$ cat config.mk
export PLATFORM = sky130hd
export DESIGN_NAME = ecc_scrub_ctrl
export DESIGN_NICKNAME = d
export VERILOG_FILES = /design/src/rtl/ecc_scrub_ctrl.sv
export SDC_FILE = /design/constraint.sdc
export NUM_CORES = 1
export LEC_CHECK = 0
export BUFFER_PORTS_ARGS = -buffer_cell sky130_fd_sc_hd__buf_2
export CORE_ASPECT_RATIO = 0.8
export CORE_MARGIN = 2
export CORE_UTILIZATION = 45
export DETAILED_ROUTE_END_ITERATION = 10
export PLACE_DENSITY = 0.81
export SETUP_SLACK_MARGIN = 0.02
export SYNTH_ARGS = -nofsm -noshare
export SYNTH_HDL_FRONTEND = slang
export SYNTH_SLANG_ARGS = --single-unit
$ cat constraint.sdc
create_clock -name clk_i -period 2.4 [get_ports clk_i]
set_clock_uncertainty 0.05 [all_clocks]
set_input_delay 0.24 -clock clk_i [delete_from_list [all_inputs] [get_ports clk_i]]
set_output_delay 0.24 -clock clk_i [all_outputs]
set_load 0.01 [all_outputs]
$ cat src/rtl/ecc_scrub_ctrl.sv
// Background scrubber for a SECDED-protected TCDM bank.
// Periodically reads one word, lets the external decoder check it, and writes
// corrected data back on a single-bit error. The host keeps the port except
// during the scrub read and write-back cycles; a persistently busy host is
// pre-empted after STALL_LIMIT blocked cycles so scrubbing always progresses.
module ecc_scrub_ctrl #(
  parameter int BANK_SIZE      = 256,
  parameter int SCRUB_INTERVAL = 1024,
  parameter int STALL_LIMIT    = 16,
  localparam int AW            = $clog2(BANK_SIZE)
) (
  input  logic          clk_i,
  input  logic          rst_i,
  input  logic          scrub_en_i,
  input  logic          host_req_i,
  input  logic          host_we_i,
  input  logic [AW-1:0] host_add_i,
  output logic          host_gnt_o,
  output logic          bank_req_o,
  output logic          bank_we_o,
  output logic [AW-1:0] bank_add_o,
  output logic          scrub_sel_o,
  output logic [31:0]   scrub_wdata_o,
  input  logic [31:0]   dec_data_i,
  input  logic [1:0]    dec_err_i,
  output logic [15:0]   corr_cnt_o,
  output logic [15:0]   uncorr_cnt_o,
  output logic          uncorr_o,
  output logic [AW-1:0] uncorr_add_o
);

  localparam int IW = $clog2(SCRUB_INTERVAL);
  localparam int SW = $clog2(STALL_LIMIT + 1);

  localparam logic [IW-1:0] INTV_RELOAD = IW'(SCRUB_INTERVAL - 1);
  localparam logic [SW-1:0] STALL_MAX   = SW'(STALL_LIMIT);
  localparam logic [AW-1:0] ADDR_LAST   = AW'(BANK_SIZE - 1);

  typedef enum logic [1:0] {
    IDLE  = 2'd0,
    READ  = 2'd1,
    CHECK = 2'd2,
    WRITE = 2'd3
  } state_e;

  state_e        state_q;
  state_e        state_d;
  logic [IW-1:0] intv_q;
  logic [SW-1:0] stall_q;
  logic [AW-1:0] addr_q;
  logic [31:0]   wdata_q;
  logic [15:0]   corr_cnt_q;
  logic [15:0]   uncorr_cnt_q;
  logic          uncorr_q;
  logic [AW-1:0] uncorr_add_q;

  logic          scrub_rd;
  logic          adv_addr;
  logic          stall_hit;
  logic          host_wr_hit;
  logic          leave_seq;

  // Saturating 16-bit increment for the error counters.
  function automatic logic [15:0] sat_inc(input logic [15:0] v);
    return (v == 16'hFFFF) ? v : v + 16'd1;
  endfunction

  // Wrapping increment of the scrub address over a possibly non-power-of-two bank.
  function automatic logic [AW-1:0] addr_inc(input logic [AW-1:0] a);
    return (a == ADDR_LAST) ? '0 : a + AW'(1);
  endfunction

  assign stall_hit   = (stall_q == STALL_MAX);
  assign host_wr_hit = host_req_i & host_we_i & (host_add_i == addr_q);
  assign leave_seq   = (state_q == CHECK) || (state_q == WRITE);

  // Next-state decode and port mux; the host owns the port unless overridden.
  always_comb begin
    state_d     = state_q;
    scrub_rd    = 1'b0;
    adv_addr    = 1'b0;
    host_gnt_o  = 1'b1;
    bank_req_o  = host_req_i;
    bank_we_o   = host_we_i;
    bank_add_o  = host_add_i;
    scrub_sel_o = 1'b0;
    case (state_q)
      IDLE: begin
        if (scrub_en_i && (intv_q == '0)) begin
          state_d = READ;
        end
      end
      READ: begin
        // Take the port when the host is quiet or has blocked us too long.
        if (!host_req_i || stall_hit) begin
          scrub_rd   = 1'b1;
          host_gnt_o = 1'b0;
          bank_req_o = 1'b1;
          bank_we_o  = 1'b0;
          bank_add_o = addr_q;
          state_d    = CHECK;
        end
      end
      CHECK: begin
        // A host write to the same word supersedes the stale corrected data.
        if (dec_err_i[1]) begin
          state_d  = IDLE;
          adv_addr = 1'b1;
        end else if (dec_err_i[0] && !host_wr_hit) begin
          state_d = WRITE;
        end else begin
          state_d  = IDLE;
          adv_addr = 1'b1;
        end
      end
      WRITE: begin
        host_gnt_o  = 1'b0;
        bank_req_o  = 1'b1;
        bank_we_o   = 1'b1;
        bank_add_o  = addr_q;
        scrub_sel_o = 1'b1;
        state_d     = IDLE;
        adv_addr    = 1'b1;
      end
      default: begin
        state_d = IDLE;
      end
    endcase
  end

  // State register.
  always_ff @(posedge clk_i) begin
    if (rst_i) begin
      state_q <= IDLE;
    end else begin
      state_q <= state_d;
    end
  end

  // Interval counter: counts down idle cycles between scrub starts.
  always_ff @(posedge clk_i) begin
    if (rst_i) begin
      intv_q <= INTV_RELOAD;
    end else if (!scrub_en_i || leave_seq) begin
      intv_q <= INTV_RELOAD;
    end else if ((state_q == IDLE) && (intv_q != '0)) begin
      intv_q <= intv_q - IW'(1);
    end
  end

  // Stall counter: consecutive READ cycles lost to the host.
  always_ff @(posedge clk_i) begin
    if (rst_i) begin
      stall_q <= '0;
    end else if (scrub_rd) begin
      stall_q <= '0;
    end else if (state_q == READ) begin
      stall_q <= stall_q + SW'(1);
    end
  end

  // Scrub address pointer, advanced once per completed scrub.
  always_ff @(posedge clk_i) begin
    if (rst_i) begin
      addr_q <= '0;
    end else if (adv_addr) begin
      addr_q <= addr_inc(addr_q);
    end
  end

  // Capture decoder output while checking; it feeds the write-back encoder.
  always_ff @(posedge clk_i) begin
    if (rst_i) begin
      wdata_q <= '0;
    end else if (state_q == CHECK) begin
      wdata_q <= dec_data_i;
    end
  end

  // Error statistics and the uncorrectable-error report.
  always_ff @(posedge clk_i) begin
    if (rst_i) begin
      corr_cnt_q   <= '0;
      uncorr_cnt_q <= '0;
      uncorr_q     <= 1'b0;
      uncorr_add_q <= '0;
    end else begin
      uncorr_q <= 1'b0;
      if (state_q == CHECK) begin
        if (dec_err_i[1]) begin
          uncorr_q     <= 1'b1;
          uncorr_add_q <= addr_q;
          uncorr_cnt_q <= sat_inc(uncorr_cnt_q);
        end else if (dec_err_i[0]) begin
          corr_cnt_q <= sat_inc(corr_cnt_q);
        end
      end
    end
  end

  assign scrub_wdata_o = wdata_q;
  assign corr_cnt_o    = corr_cnt_q;
  assign uncorr_cnt_o  = uncorr_cnt_q;
  assign uncorr_o      = uncorr_q;
  assign uncorr_add_o  = uncorr_add_q;

endmodule

# Yosys cells after proc, flatten, opt, wreduce, memory -nomap -nowiden
# Index checks and enable logic that the tools add are counted.
[word_totals]
register_bits = 98
in_bits = 47
[classes]
addsub = 5
n_eq_ne = 10
n_mux = 21
bitwise_logic = 6
n_reduce_logical = 19
[ops]
columns = ["operator", "count"]
rows = [
  ["adder 16 x 1 -> 16 bit, second input constant", 2],
  ["equality test 16 bit, second input constant", 2],
  ["2-to-1 mux 8 bit", 2],
  ["one-hot mux 8 bit (2 select lines)", 1],
  ["logical NOT 10 bit", 1],
  ["nonzero test 10 bit", 1],
  ["subtractor 10 x 1 -> 10 bit, second input constant", 1],
  ["2-to-1 mux 1 bit", 9],
  ["adder 8 x 1 -> 8 bit, second input constant", 1],
  ["equality test 8 bit", 1],
  ["equality test 8 bit, second input constant", 1],
  ["2-to-1 mux 2 bit", 4],
  ["one-hot mux 1 bit (2 select lines)", 4],
  ["one-hot mux 2 bit (4 select lines)", 1],
  ["OR reduction 2 bit", 3],
  ["adder 5 x 1 -> 5 bit, second input constant", 1],
  ["equality test 5 bit, second input constant", 1],
  ["equality test 2 bit, second input constant", 2],
  ["inequality test 2 bit, second input constant", 2],
  ["inverter 1 bit", 4],
  ["AND reduction 2 bit", 2],
  ["AND reduction 4 bit", 1],
  ["logical AND 1 bit", 3],
  ["logical NOT 1 bit", 3],
  ["5 further kinds", 8],
]

# Logic depth before layout (Yosys ltp)
[depth]
word_depth = 7
ltp_mapped = 8
ltp_nobuf = 7

# Worst setup path after synthesis
# Ideal clock, no wire load.
[synth_timing]
path_type = "register to output"
from = "reg stall_q[0]"
to = "out bank_add_o[0]"
t_arrival_ns = 1.736
t_required_ns = 2.110
slack_ns = 0.374
path_stages_with_launch = 8
n_path_buf = 1
cell_sequence = "dfxtp_1 > inv_1 > ha_1 > nand4bb_1 > nand2_1 > o21ai_1 > clkbuf_1 > mux2_2"
[synth_between]
elab_chain_len = 4
[synth_rtl]
columns = ["element", "line_no", "source"]
rows = [
  ["from (decl)", "49", "logic [SW-1:0] stall_q;"],
  ["from (signal assigned)", "158", "stall_q <= stall_q + SW'(1);"],
  ["equality test 5 bit", "73", "assign stall_hit = (stall_q == STALL_MAX);"],
  ["logical OR 1 bit", "95", "if (!host_req_i || stall_hit) begin"],
  ["2-to-1 mux 8 bit", "95", ""],
  ["one-hot mux 8 bit (2 select lines)", "87", "case (state_q)"],
  ["to (decl)", "21", "output logic [AW-1:0] bank_add_o,"],
]
# No other way between the ends.

# Worst setup path in the final report
[layout_timing]
from = "reg stall_q[0]"
to = "out bank_add_o[1]"
# Same word-level chain as after synthesis.

==> results list <==
- Status: complete, no violations
* Netlist area before placement: 4410 um2
- CP max FO: 6
- Yosys warning count: 0
- Once placement completed, the tool counted placed cells totaling 767.
- The tool flagged a number of max-cap violations equal to 0.
- Summing the sequential cell areas from Yosys gives 44.5% of the chip area.
- On the worst path, the slowest cell contributes a delay of 0.34 ns.
* Horiz. Die Dim: 115 um
- Derived from the worst setup path, the maximum achievable clock frequency is 438 MHz.
* Mean area per synthesized cell: 8.28 um2
* Power per Cell Area: 577 nW/um2
* Diode insertion count for antenna repair: 0
- EDFF count, synth: 0
* Via density per instance: 5.31
- After synthesis, the share of flip-flops with an asynchronous set or reset is 0%.
- Data on the critical path arrives at its endpoint at 1.99 ns.
- The total count of hold-check failures in the final report was 0.
- Largest cells by area after synthesis: sky130_fd_sc_hd__dfxtp_1 44%, sky130_fd_sc_hd__nand2_1 9.2%, sky130_fd_sc_hd__a21oi_1 5.9%
- CP Data Required Time: 2.11 ns
* Syn Nets: 587
- By instance count, the leading cell after synthesis is sky130_fd_sc_hd__nand2_1.
* Worst Setup Slack post-DPL: 0.307 ns
- Post-synth top cells: 108 x sky130_fd_sc_hd__nand2_1, 98 x sky130_fd_sc_hd__dfxtp_1, 52 x sky130_fd_sc_hd__a21oi_1, 48 x sky130_fd_sc_hd__nor2_1, 29 x sky130_fd_sc_hd__xor2_1
* Startpoint kind of the worst setup timing path: flop
- The first global-routing pass estimated 17.5 mm of wire.
- Final-stage net count: 715
- For the finished layout, the period the worst path requires is 2.28 ns.
* Class of the tightest hold or removal check: primary input to flop
* Area added between synthesis and finish: 25.1%
* Max-slew violation count: 0
- Detailed-route via count: 4171
* FF+latch count, synth: 98
* Number of violations reported at the end of detailed-routing iteration 0: 171
- All-layer global routing usage: 20.4%
- Mapped Cells: 533
- Leftover overflow at the end of global routing: 0
* Type of element capturing the critical path: primary output
- Master cell of the clock root buffer: sky130_fd_sc_hd__clkbuf_16
- In the finished design, the share of the clock period the worst path needs comes to 95.1%.
- Routability-driven placement finished with a final weighted congestion of 0.884.
* Antenna violations before repair: 0
- The critical path is of the flop to primary output type.
* Largest net degree at the start of global routing: 42
- Total of buffers placed on input and output ports: 131
- Netlist cell types: 51
* Max clock buf depth: 2
- Clock latency on the worst-skew pair: 0.34 ns
- The number of global-route vias before repair was 3860.
- Leakage power summed over all cells: 2.28 nW
- Layout filler cell count: 844
- The die covers 10600 um2.
- CORE AREA: 9610 um2
- The wire-length estimate of the detail-placed layout is 8.02 mm.
* Primary flip-flop cell chosen by synthesis mapping: sky130_fd_sc_hd__dfxtp_1
- Clock-pin slew was measured on the worst setup and hold paths at 0.07 ns.
- Top-level port count: 132
- Average routed wire per standard cell: 13.9 um
* Worst setup margin: 0.118 ns
* Worst IR drop on VDD: 0.391 mV
* Starting density of the core: 45.9%
- Traced cell by cell, the critical path runs through inv_1, ha_1, nand4bb_1, nand2_2, o21ai_2, buf_6, mux2_2, buf_2.
* Hold Slack: 0.0772 ns
* Die Ht: 92.6 um
- TritonCTS built the clock tree.
- Worst-margin pin slew: 0.557 ns
- Number of antenna-violating nets in the routed design: 0
* Number of placement rows: 32
* Share of Yosys cell area claimed by the top area cell type: 44.5%
- In the routed design, unresolved DRC markers number 0.
- Unrepaired setup endpoints after global routing: no
- In this run the number of H-tree levels came out at 3.
- Adding up every negative setup slack in the final design gives 0 ns.
* Total CTS buffers: 9
- The completed layout was analyzed and its total power is 3.19 mW.
- Among all stages on the critical path, the largest delay is contributed by sky130_fd_sc_hd__mux2_2.
* Share of cells above drive strength 1: 26.7%
- The finished layout holds 785 standard cells, fillers aside.
- Final WL: 10.9 mm
* Slew Limit Headroom: 62.6%
* Final setup violation count: 0
* Initial DRT Pass Iterations: 7
* Clock Sinks: 98
* Cell taking the most area after synthesis: sky130_fd_sc_hd__dfxtp_1
kinds of logic after synthesis:
family,after synthesis,share of synthesized area (%)
buffers and inverters,39,3.57
multiplexers,10,2.47
adder cells (fa/ha/maj),7,1.98
AO/OA/AOI/OAI,94,13.0
flip-flops,98,44.5
XOR/XNOR,44,8.73
AND/OR/NAND/NOR,241,25.8
state kept, by name (all words and copies together), names as in the netlist:
signal         count
addr_q             8
corr_cnt_o        16
intv_q            10
scrub_wdata_o     32
stall_q            5
state_q            2
uncorr_add_o       8
uncorr_cnt_o      16
uncorr_o           1
cell type report:
| type | count | area (um2) | share of cell area [%] |
|---|---|---|---|
| Tap cell | 119 | 149 | 2.70 |
| Multi-Input combinational cell | 396 | 2300 | 41.7 |
| Inverter | 11 | 41.3 | 0.748 |
| Clock buffer | 9 | 225 | 4.08 |
| Timing Repair Buffer | 145 | 764 | 13.8 |
| Sequential cell | 98 | 1960 | 35.6 |
| Clock inverter | 7 | 76.3 | 1.38 |
what timing repair did:
item                       4_1_cts  5_1_grt
hold buffers                     0        0
setup endpoints to repair        0        7
gates resized for setup          0        6
setup buffers                    0        1
critical path, delay by kind of cell (launching register included):
family          cells  cell delay, ns
flops               1            0.32
mux                 1            0.34
buf+inv             3            0.37
compound gates      1            0.18
fa+ha+maj           1            0.19
simple gates        2            0.23
per-layer routing:
metal  vias up  GRT usage (%)  part of all wire [%]
met3        23           6.35                   6.9
met2       156           33.0                    46
li1       2087              -                     -
met1      1905           25.2                    45
met4         0           8.53                   1.8
met5         -              0                     0
where the power goes:
part	switching [mW]	leakage (nW)	internal, mW
sequential	0.00122	0.791	1.63
combinational	0.0631	1.35	0.0501
clock	0.633	0.142	0.815
total	0.697	2.28	2.49
per-stage QoR:
step	area, um2	util, %
floorplan	4410	-
global placement	5190	54.0
detailed placement	5190	54.0
CTS	5500	57.2
global route	5520	57.5
finish	5520	57.5
cells in the final DEF, fill, tap and decap left out, types with 4 or more instances in the layout:
master and instances:
sky130_fd_sc_hd__and2_1 5, sky130_fd_sc_hd__o21ai_1 9, sky130_fd_sc_hd__clkbuf_16 9, sky130_fd_sc_hd__a21oi_1 52
sky130_fd_sc_hd__or3_1 7, sky130_fd_sc_hd__nor3_1 9, sky130_fd_sc_hd__nand3_1 14, sky130_fd_sc_hd__nand2_1 107
sky130_fd_sc_hd__nand4_1 14, sky130_fd_sc_hd__or4_1 4, sky130_fd_sc_hd__inv_1 11, sky130_fd_sc_hd__o211ai_1 7
sky130_fd_sc_hd__a31oi_1 4, sky130_fd_sc_hd__ha_1 7, sky130_fd_sc_hd__xor2_1 29, sky130_fd_sc_hd__nor2_1 48
sky130_fd_sc_hd__xnor2_1 15, sky130_fd_sc_hd__mux2_2 7, sky130_fd_sc_hd__buf_4 13, sky130_fd_sc_hd__buf_2 131
sky130_fd_sc_hd__dfxtp_1 96, sky130_fd_sc_hd__and3_1 7
final timing paths:
check / startpoint / to / cells past startpoint / slack, ns
setup / recovery: stall_q[0] / bank_add_o[1] / 8 / 0.12
setup reg to reg: addr_q[4] / addr_q[5] / 5 / 0.26
hold reg to reg: scrub_wdata_o[13] / scrub_wdata_o[13] / 2 / 0.40
hold / removal: dec_data_i[10] / scrub_wdata_o[10] / 3 / 0.08
Power figures use the tool's default switching activity.
